===== config.mk =====
export PLATFORM = sky130hd
export DESIGN_NAME = baseband_psf_mod
export DESIGN_NICKNAME = d
export VERILOG_FILES = /design/src/rtl/baseband_psf_mod.sv
export SDC_FILE = /design/constraint.sdc
export NUM_CORES = 1
export LEC_CHECK = 0
export CAP_MARGIN = 20
export CORE_UTILIZATION = 56
export DETAILED_ROUTE_END_ITERATION = 6
export GPL_ROUTABILITY_DRIVEN = 0
export HOLD_SLACK_MARGIN = 0.08
export PLACE_DENSITY = 0.8
export SETUP_SLACK_MARGIN = 0.2
export SLEW_MARGIN = 20
export SYNTH_ARGS = -nofsm -noshare
export SYNTH_HDL_FRONTEND = slang
export SYNTH_SLANG_ARGS = --single-unit

===== constraint.sdc =====
create_clock -name dsp_clk -period 13.8 [get_ports dsp_clk]
set_input_delay 3.45 -clock dsp_clk [delete_from_list [all_inputs] [get_ports dsp_clk]]
set_output_delay 3.45 -clock dsp_clk [all_outputs]
set_load 0.1 [all_outputs]

===== src/rtl/baseband_psf_mod.sv =====
// Baseband BPSK/QPSK modulator with polyphase pulse-shaping FIR.
// Bits in via valid/ready; saturated I/Q samples out; host coeff RAM.
module baseband_psf_mod #(
  parameter int COEFF_W = 8,
  parameter int OUT_W   = 10,
  parameter int NTAPS   = 32,
  parameter int SPS     = 4,
  parameter int ADDR_W  = 10
) (
  input  logic                      dsp_clk,
  input  logic                      rst,
  input  logic                      bit_in,
  input  logic                      bit_valid,
  output logic                      bit_ready,
  input  logic                      mode,
  input  logic                      coeff_en,
  input  logic                      rw,
  input  logic [ADDR_W-1:0]         coeff_addr,
  input  logic [COEFF_W-1:0]        coeff_in,
  output logic [COEFF_W-1:0]        coeff_rd_data,
  output logic                      coeff_rd_valid,
  output logic                      coeff_err,
  output logic signed [OUT_W-1:0]   i_out,
  output logic signed [OUT_W-1:0]   q_out,
  output logic                      out_valid
);

  localparam int L     = NTAPS / SPS;
  localparam int LW    = (L > 1) ? $clog2(L) : 1;
  localparam int KW    = $clog2(L + 1);
  localparam int PW    = (SPS > 1) ? $clog2(SPS) : 1;
  localparam int IW    = $clog2(NTAPS);
  localparam int ACC_W = COEFF_W + $clog2(L) + 1;

  localparam logic [KW-1:0]     K_OUT  = KW'(L);
  localparam logic [KW-1:0]     K_LAST = KW'(L - 1);
  localparam logic [PW-1:0]     P_LAST = PW'(SPS - 1);
  localparam logic [ADDR_W-1:0] NT_A   = ADDR_W'(NTAPS);
  localparam logic signed [ACC_W-1:0] OMAX =
    ACC_W'((1 << (OUT_W - 1)) - 1);
  localparam logic signed [ACC_W-1:0] OMIN =
    ACC_W'(-(1 << (OUT_W - 1)));

  typedef enum logic [1:0] {IDLE, GATHER, SHAPE} state_t;

  state_t state, state_nx;

  // symbols as 2-bit signed: 01 = +1, 11 = -1, 00 = 0
  logic [L-1:0][1:0]             sym_i, sym_q;
  logic [L-1:0][1:0]             shf_i, shf_q;
  logic [NTAPS-1:0][COEFF_W-1:0] ram;

  logic                      mode_q, g, last_g, enter_g, line_zero;
  logic [1:0]                cur, held_i, new_i, new_q;
  logic [KW-1:0]             k;
  logic [PW-1:0]             p;
  logic [LW-1:0]             kk;
  logic [IW-1:0]             tap_idx;
  logic signed [ACC_W-1:0]   acc_i, acc_q, acc_i_nx, acc_q_nx;

  function automatic logic signed [ACC_W-1:0] term(
    input logic [1:0] s,
    input logic [COEFF_W-1:0] c
  );
    logic signed [ACC_W-1:0] ce;
    ce = {{(ACC_W-COEFF_W){c[COEFF_W-1]}}, c};
    case (s)
      2'b01:   return ce;
      2'b11:   return -ce;
      default: return '0;
    endcase
  endfunction

  function automatic logic signed [OUT_W-1:0] sat(
    input logic signed [ACC_W-1:0] a
  );
    if (a > OMAX)      return {1'b0, {(OUT_W-1){1'b1}}};
    else if (a < OMIN) return {1'b1, {(OUT_W-1){1'b0}}};
    else               return a[OUT_W-1:0];
  endfunction

  assign bit_ready = (state == GATHER);
  assign last_g    = (g == mode_q);
  assign kk        = k[LW-1:0];
  assign tap_idx   = IW'(int'(kk) * SPS + int'(p));

  // new symbol assembly, shifted delay line and accumulator update
  always_comb begin
    cur = 2'b00;
    if (bit_valid) cur = bit_in ? 2'b11 : 2'b01;
    new_i = cur;
    new_q = 2'b00;
    if (mode_q) begin
      new_i = held_i;
      new_q = cur;
    end
    shf_i     = {sym_i[L-2:0], new_i};
    shf_q     = {sym_q[L-2:0], new_q};
    line_zero = (shf_i == '0) && (shf_q == '0);
    acc_i_nx  = acc_i + term(sym_i[kk], ram[tap_idx]);
    acc_q_nx  = acc_q + term(sym_q[kk], ram[tap_idx]);
  end

  // next-state decode
  always_comb begin
    state_nx = state;
    enter_g  = 1'b0;
    case (state)
      IDLE: if (bit_valid) begin
        state_nx = GATHER;
        enter_g  = 1'b1;
      end
      GATHER: if (last_g) state_nx = line_zero ? IDLE : SHAPE;
      SHAPE: if (k == K_OUT && p == P_LAST) begin
        state_nx = GATHER;
        enter_g  = 1'b1;
      end
      default: state_nx = IDLE;
    endcase
  end

  // FSM, gather, delay line, shaping datapath and outputs
  always_ff @(posedge dsp_clk or posedge rst) begin
    if (rst) begin
      state     <= IDLE;
      mode_q    <= 1'b0;
      g         <= 1'b0;
      held_i    <= 2'b00;
      sym_i     <= '0;
      sym_q     <= '0;
      k         <= '0;
      p         <= '0;
      acc_i     <= '0;
      acc_q     <= '0;
      i_out     <= '0;
      q_out     <= '0;
      out_valid <= 1'b0;
    end else begin
      state     <= state_nx;
      out_valid <= 1'b0;
      if (enter_g) mode_q <= mode;
      if (state == GATHER) begin
        g <= last_g ? 1'b0 : 1'b1;
        if (!g) held_i <= cur;
        if (last_g) begin
          sym_i <= shf_i;
          sym_q <= shf_q;
        end
      end
      if (state == SHAPE) begin
        if (k == K_OUT) begin
          k     <= '0;
          p     <= (p == P_LAST) ? '0 : p + 1'b1;
          acc_i <= '0;
          acc_q <= '0;
        end else begin
          k     <= k + 1'b1;
          acc_i <= acc_i_nx;
          acc_q <= acc_q_nx;
          if (k == K_LAST) begin
            i_out     <= sat(acc_i_nx);
            q_out     <= sat(acc_q_nx);
            out_valid <= 1'b1;
          end
        end
      end else begin
        k     <= '0;
        p     <= '0;
        acc_i <= '0;
        acc_q <= '0;
      end
    end
  end

  // coefficient RAM host port, only honoured while idle
  always_ff @(posedge dsp_clk or posedge rst) begin
    if (rst) begin
      ram            <= '0;
      coeff_rd_data  <= '0;
      coeff_rd_valid <= 1'b0;
      coeff_err      <= 1'b0;
    end else begin
      coeff_rd_valid <= 1'b0;
      coeff_err      <= 1'b0;
      if (coeff_en) begin
        if (state != IDLE) begin
          coeff_err <= 1'b1;
        end else if (rw) begin
          if (coeff_addr < NT_A) ram[coeff_addr[IW-1:0]] <= coeff_in;
        end else begin
          coeff_rd_valid <= 1'b1;
          coeff_rd_data  <= (coeff_addr < NT_A) ?
                            ram[coeff_addr[IW-1:0]] : '0;
        end
      end
    end
  end

endmodule

== Yosys cells after proc, flatten, opt, wreduce, memory -nomap -nowiden ==
Index checks and enable logic that the tools add are counted.
Word-level totals
  register bits: 355
  bits of input ports: 25
  output and inout bits: 32
  word-level logic and storage cells: 156
Operators by class
  $add $sub $neg: 6
  order comparisons: 9
  eq/ne operators: 14
  multiplexer cells: 48
  bitwise gates (word level): 4
  reductions and logical operators: 13
Operator list (count)
  256-bit bitwise mux: 1
  8-bit binary-select mux with 5-bit select: 2
  12-bit two-way mux: 4
  12-bit case mux with 2 select lines: 2
  8-bit demux with 5-bit select: 1
  10-bit two-way mux: 4
  16-bit zero test: 2
  8-bit two-way mux: 4
  2-bit two-way mux: 13
  12-bit adder: 2
  12-bit by 10-bit > comparator with 1-bit output (second input constant): 2
  12-bit by 10-bit less-than comparator with 1-bit output (second input constant): 2
  2-bit binary-select mux with 3-bit select: 2
  5-bit by 6-bit less-than comparator with 1-bit output (second input constant): 2
  8-bit negation with 12-bit output: 1
  1-bit two-way mux: 11
  10-bit by 6-bit less-than comparator with 1-bit output (second input constant): 1
  3-bit AND reduction: 3
  2-bit == test (second input constant): 4
  4-bit two-way mux: 2
  2-bit by 1-bit == test with 1-bit output (second input constant): 3
  2-bit != test (second input constant): 3
  2-bit case mux with 3 select lines: 1
  5-bit by 2-bit adder with 5-bit output: 1
  15 further kinds: 21

== Logic depth before layout (Yosys ltp) ==
  word-level depth: 9
  depth in mapped cells: 25
  mapped depth without buffers: 20

== Least setup slack after synthesis ==
No wires, ideal clock.
  kind: input-to-reg
  start point: input port coeff_addr[0]
  end point: register coeff_rd_data[1]
  library setup time: 120 ps
  arrival time: 5715 ps
  required time: 13680 ps
  setup slack: 7965 ps
  stages: 8
  path buffers: 3
  path through: clkbuf_1 > buf_1 > buf_1 > mux4_2 > a22o_1 > a221oi_1 > a31oi_1 > a21o_1
Between the ends
  word-level cells in the longest chain between the ends: 3
  elaborated cells on any way between the ends: 4
  classes of those cells: 1 x order compare; 3 x mux
RTL lines
  from (decl): line 18  | input logic [ADDR_W-1:0] coeff_addr,
  8-bit binary-select mux with 5-bit select: line 193  | ram[coeff_addr[IW-1:0]] : '0;
  8-bit two-way mux (implied by the code): line 193
  8-bit two-way mux (*): line 192  | coeff_rd_data <= (coeff_addr < NT_A) ?
  to (signal assigned): line 192
  to (decl): line 20  | output logic [COEFF_W-1:0] coeff_rd_data,
Every way passes the cells marked *; elsewhere a longest branch is shown, timed or not. The select of a mux whose other input is x is not followed.
A chain may end at the register's enable or synchronous reset.

== Final worst setup path ==
  start point: register p[0]
  end point: register i_out[1]
Between the ends
  word-level cells in the longest chain between the ends: 9
  elaborated cells on any way between the ends: 10
  classes of those cells: 3 x add/sub; 2 x order compare; 5 x mux
RTL lines
  from (decl): line 56  | logic [PW-1:0] p;
  from (signal assigned): line 153  | p <= (p == P_LAST) ? '0 : p + 1'b1;
  5-bit by 2-bit adder with 5-bit output (*): line 85  | assign tap_idx = IW'(int'(kk) * SPS + int'(p));
  8-bit binary-select mux with 5-bit select (*): line 100  | acc_i_nx = acc_i + term(sym_i[kk], ram[tap_idx]);
  8-bit two-way mux (implied by the code) (*): line 100
  8-bit negation with 12-bit output: line 69  | 2'b11: return -ce;
  12-bit case mux with 2 select lines (*): line 67  | case (s)
  12-bit adder (*): line 100
  12-bit by 10-bit less-than comparator with 1-bit output: line 78  | else if (a < OMIN) return {1'b1, {(OUT_W-1){1'b0}}};
  10-bit two-way mux: line 78
  10-bit two-way mux (*): line 77  | if (a > OMAX) return {1'b0, {(OUT_W-1){1'b1}}};
  to (signal assigned): line 161  | i_out <= sat(acc_i_nx);
  to (decl): line 23  | output logic signed [OUT_W-1:0] i_out,
Marks and branches as above.

==> out/metrics.yaml <==
cts:
  root_buffer: "clkbuf_16"
  clk_pin_slew_ns: 0.06
  cts_max_level: 2
  cts_hold_buf: 0
  cts_tree: "done"
  clock_latency_ns: 0.55
  clock_sinks: 355
  ctsResizeCount: 0
  numCtsBuffers: 38
  clk_path_buf_depth: 3
  post_cts_buffers: 0
place:
  place_hpwl_um: 32420
  pre_cts_slack_ns: 7.119
  io_buffers: 56
logic_synthesis:
  yosysSeqAreaShare_pct: 46.09
  synth_largest_area_cell: "dfrtp_1"
  yosys.area.top_type_share_pct: 46.09
  synth_edf_count: 0
  yosysMostFrequentCell: "dfrtp_1"
  yosysUniqueCellTypes: 65
  synth_common_cells: "dfrtp_1 (355), mux2_2 (306), mux4_2 (113), nor2_1 (83), clkbuf_1 (72)"
  syn_nets: 1511
  syn-instance-count: 1458
  async_flop_share_pct: 100.0
  avgSynthCellArea_um2: 13.22
  synthFlopType: "dfrtp_1"
  synth-seq-cells: 355
  synth_warnings: 0
  syn-cell-area_um2: 19270
  yosys-top-cells-area: "dfrtp_1 (46%), mux2_2 (18%), mux4_2 (13%)"
floorplanning:
  die_w_um: 187.5
  num_rows: 67
  initial_core_util_pct: 57.20
  core_um2: 33700
  dieHeight_um: 187.5
  dieArea_um2: 35170
  ios: 57
global_routing:
  grt_usage_pct: 29.06
  grt_pass1_vias: 13581
  grt_pass1_wl_um: 79160
  antenna_found_initial: 0
  grt_max_degree: 118
  grt-ovfl-total: 0
route:
  wl_per_cell_um: 25.31
  vias_per_cell: 6.743
  num_vias: 13202
  drt-pass1-iter-count: 5
  drc: 0
  wl_um: 49560
  final_antenna_net_count: 0
  drtIter0Drc: 1339
layout:
  area_growth_pct: 10.96
  utilization_pct: 63.46
  num-fill-cells: 2496
  diodes: 0
  final_nets: 1534
  drive_gt1_share_pct: 34.90
  regArea_um2: 8892
  multi_input_area_um2: 9893
worst_setup_path:
  r2r_slack_ns: 7.18
  timing.rr.end: "i_out[1]$_DFFE_PP0P_"
  reg2reg_depth: 20
  crit_path_max_incr_delay_ns: 0.87
  critPathTopFamily: "simple AND/OR/NAND/NOR gates"
  critPathLaunchType: "flop"
  path_buf_inv: 1
  required_ns: 14.27
  reg2reg_from: "p[0]$_DFFE_PP0N_"
  setup.worst_path.class: "flop to flop"
  critical_path.slowest_cell: "dfrtp_4"
  endpoint_kind: "flop"
  path_max_fanout: 40
  path_cells: "buf_4 -> mux4_2 -> mux2_2 -> a221o_1 -> nand2_1 -> ha_1 -> and3_1 -> nand4_1 -> nand2_1 -> a21oi_1 -> ha_1 -> and3_1 -> a31oi_1 -> a21oi_1 -> or4b_1 -> o2111a_1 -> nand3_1 -> o21ai_0 -> nand2b_1 -> a22o_1"
  critical_path_arrival_ns: 7.09
sta:
  fin_tns_setup_ns: 0
  drv_slew: 0
  final.min_clock_period_ns: 6.620
  relSlewSlack_pct: 31.76
  setup_violations: 0
  period_share_pct: 47.97
  skew_ns: 0.02232
  setup_slack_ns: 7.180
  rsz0062_at_grt: "false"
  whs_ns: 0.4745
  fmax_mhz: 151.1
  tightest_slew_ns: 1.020
  hold_viol: 0
pwr:
  leakagePower_nw: 9.686
  max-vdd-ir-drop_uv: 105.3
  power.density_nw_per_um2: 129.9
outcome:
  outcome: "complete, no violations"
job:
  drv_cap: 0
worst_hold_path:
  hold_start: "coeff_rd_data[6]$_DFFE_PP0P_"
  min_path_cells: 1
  hold_class: "flop to flop"
  hold-path-endpoint: "coeff_rd_data[6]$_DFFE_PP0P_"
-- worst max path at each step --
stage                            to  cells past startpoint        startpoint
5_1_grt        i_out[1]$_DFFE_PP0P_                     21  p[0]$_DFFE_PP0N_
6_report       i_out[1]$_DFFE_PP0P_                     20  p[0]$_DFFE_PP0N_
3_5_place_dp   ram[227]$_DFFE_PP0P_                      7     coeff_addr[8]
4_1_cts        i_out[5]$_DFFE_PP0P_                     19  p[0]$_DFFE_PP0N_
3_3_place_gp    ram[32]$_DFFE_PP0P_                      7     coeff_addr[8]
2_1_floorplan    acc_i[0]$_DFF_PP0_                      1               rst
-- cells by family (layout without fill, tap and decap cells) --
group                      after synthesis  after routing  share of synthesized area, %
DFF                                    355            355                         46.09
and+or+nand+nor                        279            279                         7.251
AOI/OAI and AO/OA                      194            194                         7.491
buffers and inverters                  112            164                         2.623
xor gates and xnor gates                32             32                         1.538
muxes                                  458            458                         33.11
adders and majority gates               28             28                         1.895
-- layout by cell type, fill, tap and decap left out, drive strengths merged, types with 23 or more instances in the layout --
cell	Yosys	routed
ha	26	26
a21oi	35	35
clkdlybuf4s50	0	54
nand3	23	23
mux2	307	307
nor2	83	83
buf	27	28
dfrtp	355	355
mux4	113	113
clkbuf	72	59
nand2	68	68
a22oi	27	27
mux2i	38	38
-- power breakdown --
group / leakage (nW) / total (mW) / internal, mW / switching, mW
combinational: 4.19 / 0.579 / 0.228 / 0.351
sequential: 4.89 / 1.18 / 1.11 / 0.0736
clock: 0.605 / 1.02 / 0.593 / 0.424
-- flip-flops by register name, indices dropped and copies added (netlist names) --
signal	cells
ram	256
shf_i	14
shf_q	14
acc_i	12
acc_q	12
i_out	10
q_out	10
coeff_rd_data	8
k	4
held_i	2
p	2
state	2
sym_i	2
sym_q	2
coeff_err	1
coeff_rd_valid	1
g	1
mode_q	1
out_valid	1
-- layout make-up --
| class | instances | share of cell area (%) |
|---|---|---|
| clock buffers | 59 | 5.189 |
| clock inverters | 10 | 0.5558 |
| inverters | 13 | 0.2633 |
| multi-input cells | 991 | 46.26 |
| flip-flops and latches | 355 | 41.58 |
| well taps | 448 | 2.621 |
| repair buffers | 82 | 3.534 |
-- routing by layer --
layer  vias up  share of wire (%)  global-route usage (%)
li1       5599                  -                       -
met1      6906                 41                   40.21
met2       574                 47                   45.36
met3       123                8.0                   5.914
met4         0                4.1                   11.44
met5         -                  0                       0
-- worst reg2reg max path, cell delays in order (launching register included) --
cell and delay, ns:
dfrtp_4 0.87, buf_4 0.78, mux4_2 0.64, mux2_2 0.29
a221o_1 0.37, nand2_1 0.20, ha_1 0.22, and3_1 0.25
nand4_1 0.18, nand2_1 0.14, a21oi_1 0.08, ha_1 0.36
and3_1 0.22, a31oi_1 0.23, a21oi_1 0.24, or4b_1 0.56
o2111a_1 0.18, nand3_1 0.30, o21ai_0 0.22, nand2b_1 0.14
a22o_1 0.13
-- through the flow --
| step | power, mW | instances | instance area, um^2 |
|---|---|---|---|
| final | 2.778 | 1958 | 21390 |
| after global routing | 2.893 | 1958 | 21390 |
| after CTS | 2.790 | 1958 | 21380 |
| after detailed placement | 1.768 | 1889 | 20150 |
| after global placement | 1.749 | 1889 | 20150 |
| after floorplan | 1.607 | 1458 | 19270 |
Note: power is estimated with default switching activity, not from simulation.
